File: config.mk
export PLATFORM = sky130hd
export DESIGN_NAME = ca3_q5_bit_collector
export DESIGN_NICKNAME = d
export VERILOG_FILES = /design/src/rtl/ca3_q5_bit_collector.sv
export SDC_FILE = /design/constraint.sdc
export NUM_CORES = 1
export LEC_CHECK = 0
export BUFFER_PORTS_ARGS = -buffer_cell sky130_fd_sc_hd__buf_2
export CAP_MARGIN = 20
export CORE_ASPECT_RATIO = 0.8
export CORE_MARGIN = 4
export CORE_UTILIZATION = 40
export CTS_BUF_LIST = sky130_fd_sc_hd__clkbuf_2
export CTS_CLUSTER_DIAMETER = 30
export DETAILED_ROUTE_END_ITERATION = 16
export PLACE_DENSITY = 0.7
export SYNTH_ARGS = -nofsm -noshare
export SYNTH_HDL_FRONTEND = slang
export SYNTH_SLANG_ARGS = --single-unit
File: constraint.sdc
create_clock -name clk -period 1.9 [get_ports clk]
set_input_delay 0.38 -clock clk [delete_from_list [all_inputs] [get_ports clk]]
set_output_delay 0.38 -clock clk [all_outputs]
set_load 0.02 [all_outputs]
File: src/rtl/ca3_q5_bit_collector.sv
// Serial-to-parallel frame collector: shifts N bits LSB-first into a frame and
// hands completed frames to a one-slot output register with valid/ready handshake.
//
// state | meaning
// FILL  | fill_cnt < N, accepting serial bits
// FULL  | fill_cnt == N, output slot still occupied, transfer blocked
// XFER  | fill_cnt == N and output slot free, frame moves out on this edge
module ca3_q5_bit_collector #(
  parameter int N = 127
) (
  input  logic         clk,
  input  logic         rstn,
  input  logic         clear,
  input  logic         bit_in,
  input  logic         bit_valid,
  output logic         bit_ready,
  output logic [N-1:0] word_out,
  output logic         word_valid,
  input  logic         word_ready,
  output logic [6:0]   fill_cnt,
  output logic [15:0]  frame_cnt
);

  localparam logic [1:0] S_FILL = 2'd0;
  localparam logic [1:0] S_FULL = 2'd1;
  localparam logic [1:0] S_XFER = 2'd2;
  localparam logic [6:0] FILL_MAX = 7'(N);

  logic [N-1:0] shreg;
  logic [1:0]   state;
  logic         accept;
  logic         deliver;
  logic         xfer;

  // State is carried by fill_cnt; FULL vs XFER depends on the live output handshake.
  always_comb begin
    state = S_FILL;
    if (fill_cnt == FILL_MAX) begin
      state = (!word_valid || word_ready) ? S_XFER : S_FULL;
    end
  end

  assign bit_ready = (fill_cnt < FILL_MAX);
  assign accept    = bit_valid && bit_ready;
  assign deliver   = word_valid && word_ready;
  // A clear in the transfer cycle drops the full frame.
  assign xfer      = (state == S_XFER) && !clear;

  always_ff @(posedge clk or negedge rstn) begin
    if (!rstn) begin
      shreg    <= '0;
      fill_cnt <= '0;
    end else if (clear) begin
      shreg    <= '0;
      fill_cnt <= '0;
    end else if (xfer) begin
      fill_cnt <= '0;
    end else if (accept) begin
      shreg    <= {bit_in, shreg[N-1:1]};
      fill_cnt <= fill_cnt + 7'd1;
    end
  end

  always_ff @(posedge clk or negedge rstn) begin
    if (!rstn) begin
      word_out   <= '0;
      word_valid <= 1'b0;
      frame_cnt  <= '0;
    end else begin
      if (xfer) begin
        word_out   <= shreg;
        word_valid <= 1'b1;
      end else if (deliver) begin
        word_valid <= 1'b0;
      end
      if (deliver) begin
        frame_cnt <= frame_cnt + 16'd1;
      end
    end
  end

endmodule

==> summary.md <==
| Metric | Value |
|---|---|
| Critical-path cell list | and4_4 > nand4_1 > buf_6 |
| Initial antenna violation count | 1 |
| Net Sw Power | 2.75 mW |
| Logic pwr share | 5.3% |
| Yosys reg bits | 278 |
| Yosys top cell by area | dfrtp_1 |
| Core Box Area | 28200 sq um |
| Port buffer count | 157 |
| Final worst slack | -0.260 ns |
| Commonest cells after routing, fill and taps aside | dfrtp_1 (274), nand2b_1 (129), mux2i_1 (128) |
| Initial Utilization | between 40% and 50% |
| CP Class | register to output pin |
| # H-tree levels | 3 |
| WP data required | 1.52 ns |
| Hold Crit Class | primary input to register |
| Final core occ | 54.4% |
| Sequential share of power | 55.8% |
| RSZ-0062 raised after global routing | true |
| CTS buffer count | 73 |
| Io pins | 158 |
| Outcome | complete, but fails checks |
| CP max stage cell | dfrtp_1 |
| Post-route clock period utilization | 114% |
| Die height | 159 um |
| CP endpoint kind | output pin |
| Failing checks | setup timing |
| Top delay family on crit path | flip-flops |
| Post-route cell area | about 15000 sq um |
| Pwr Density | 692 nW/um^2 |
| Drt first pass iters | 4 |
| Register area share after synthesis | just over 60% |
| Post-route DRC | 0 |
| Int Pwr | 7.87 mW |
| Synth area leaders | dfrtp_1 (61%), mux2i_1 (11%), mux2_2 (9.6%), nand2b_1 (7.1%), mux2_4 (3.9%) |
| Area share of the largest cell type after synthesis | 60.8% |
| Crit path time final | approximately 2.2 ns |
| Yosys cell types | 33 |
| Final Hold Fails | 0 |
| Via Count | 7285 |
| GRT Residual Overflow | 0 |
| Most common cell after layout, fill and taps aside | dfrtp_1 |
| 1st-iter DRT viols | 285 |
| Final ANT Viol Nets | 0 |
| Largest net degree at the start of global routing | around 130 |
| Worst Max-Slew Pin Slew | 0.588 ns |
| Post-synthesis net count | 792 |
| Root Driver | clkbuf_2 |
| CP Launch Type | register |
| Die X | just under 200 um |
| Clock transition at path regs | around 0.11 ns |
| Via density | 4.78 |
| Number of global-route vias before repair | between 7000 and 8000 |
| Rel. slew slack | 60.8% |
| Die Area | 31400 sq um |
| Critical path arrival | 1.78 ns |
| CTS tree | yes |
| Setup-failing EPs final | 132 |
| Syn Area/Cell | 14.6 sq um |
| HPWL after DPL | 15.0 mm |
| Fin Hold WS | between 0.1 and 0.15 ns |
| Number of cell rows | 55 |
| Sw frac | 25.9% |
| Synth Instances | 784 |
| Setup Skew | ~0.061 ns |
| Worst path bufs/invs | 1 |
| Wire per inst | roughly 18 um |
| Crit path largest cell delay | 0.39 ns |
| Leakage Power | 8.00 nW |
| Fmax achieved | 0.463 GHz |
| Clock Power Share | 38.9% |
| First-pass GRT wire length | 40.6 mm |
| Yosys synthesis warning count | 0 |
| Area after DPL | 12900 sq um |
| Gp weighted congestion | about 0.73 |
| Count of pins over their slew limit | 0 |
| Max-Cap Viols | 0 |
| Final WL | 27.7 mm |
| Total track usage | 15.7% |
| Max clock buf depth | 3 |
| Crit-path max FO | 2 |
| Clock Latency Late Sink | 0.83 ns |
| Area Overhead vs Synth | 34.0% |
| Share of post-route cells with drive strength above 1 | 46.0% |
| # clock sinks | 278 |
| Worst VDD drop | 0.000398 V |
| Layout Nets | 1115 |
| Synth Cell Area | 11400 sq um |
-- logic make-up after synthesis --
logic type / synth area share [%]
mux: 24.8
buf+inv: 3.13
fa+ha+maj: 0.219
compound gates: 0.787
xor+xnor: 1.45
simple gates: 8.85
flops: 60.8
-- worst reg2reg max path, delay by kind of cell, from the launching register on --
kind	cells	cell delay (ns)
and+or+nand+nor	3	0.54
muxes	1	0.33
buffers and inverters	4	0.66
DFF	1	0.39
-- sequential cells by signal, indices dropped and copies added, names as in the netlist --
signal / count
fill_cnt: 7
frame_cnt: 16
shreg: 127
word_out: 127
word_valid: 1
-- power by group through the flow --
stage	combinational, mW	clock, mW	sequential (mW)
finish	0.562	4.13	5.92
global route	0.609	4.67	5.93
CTS	0.498	4.36	5.92
detailed placement	0.457	0	6.04
global placement	0.453	0	6.04
floorplan	0.205	0	6.05
-- stage by stage --
stage / std cells / setup TNS, ns / power, mW / worst slack (ns)
floorplan: 784 / 0 / 6.25 / 0.00614
global route: 1525 / -22.68 / 11.2 / -0.428
detailed placement: 1306 / 0 / 6.50 / 0.0393
CTS: 1477 / -0.989 / 10.8 / -0.315
global placement: 1306 / 0 / 6.49 / 0.0566
finish: 1525 / -9.40 / 10.6 / -0.260
-- repair_timing --
action,4_1_cts,5_1_grt
hold endpoints to repair,289,0
hold buffers,6,0
pin swaps,3,4
gates cloned,0,24
endpoints found under the setup margin,71,285
resized for setup,105,105
buffers inserted,43,25
-- routing by layer --
| layer | GRT usage [%] | part of all wire (%) |
|---|---|---|
| met3 | 3.96 | 4.6 |
| met2 | 24.7 | 48 |
| met5 | 0 | 0 |
| met1 | 21.2 | 45 |
| met4 | 6.08 | 1.8 |
-- layout make-up --
| class | instances | area, sq um |
|---|---|---|
| fill | 2391 | 12900 |
| sequential | 278 | 6960 |
| multi-input combinational | 456 | 4160 |
| timing repair buffer | 290 | 3080 |
| clock buffer | 101 | 505 |
| tap | 370 | 463 |
| clock inverter | 21 | 136 |
| inverter | 8 | 30.0 |
| antenna | 1 | 2.50 |
-- Yosys cell counts (all sizes together) --
cell type,count
a21oi,2
a221o,1
a22oi,1
and3,4
and4,3
buf,28
clkbuf,14
dfrtp,278
ha,2
inv,8
mux2,128
mux2i,128
nand2,6
nand2b,129
nand3,11
nand4,5
nor2,2
nor2b,1
nor3,3
nor4,1
o21a,1
o21ai,2
o22ai,6
o31ai,1
xnor2,15
xor2,4
-- path summary, 6_finish.rpt --
path | start | end | slack [ns] | cells after the start
worst max-delay path | fill_cnt[3]$_DFFE_PN0P_ | bit_ready | -0.26 | 3
worst min-delay path | clear | fill_cnt[6]$_DFFE_PN0P_ | 0.14 | 3
worst max register to register | fill_cnt[3]$_DFFE_PN0P_ | word_out[86]$_DFFE_PN0P_ | -0.17 | 8
worst min register to register | shreg[100]$_DFFE_PN0P_ | word_out[100]$_DFFE_PN0P_ | 0.46 | 1
max in group asynchronous | rstn | shreg[20]$_DFFE_PN0P_ | 0.78 | 4
min in group asynchronous | rstn | word_out[2]$_DFFE_PN0P_ | 0.58 | 3
(Power assumes the default switching activity.)
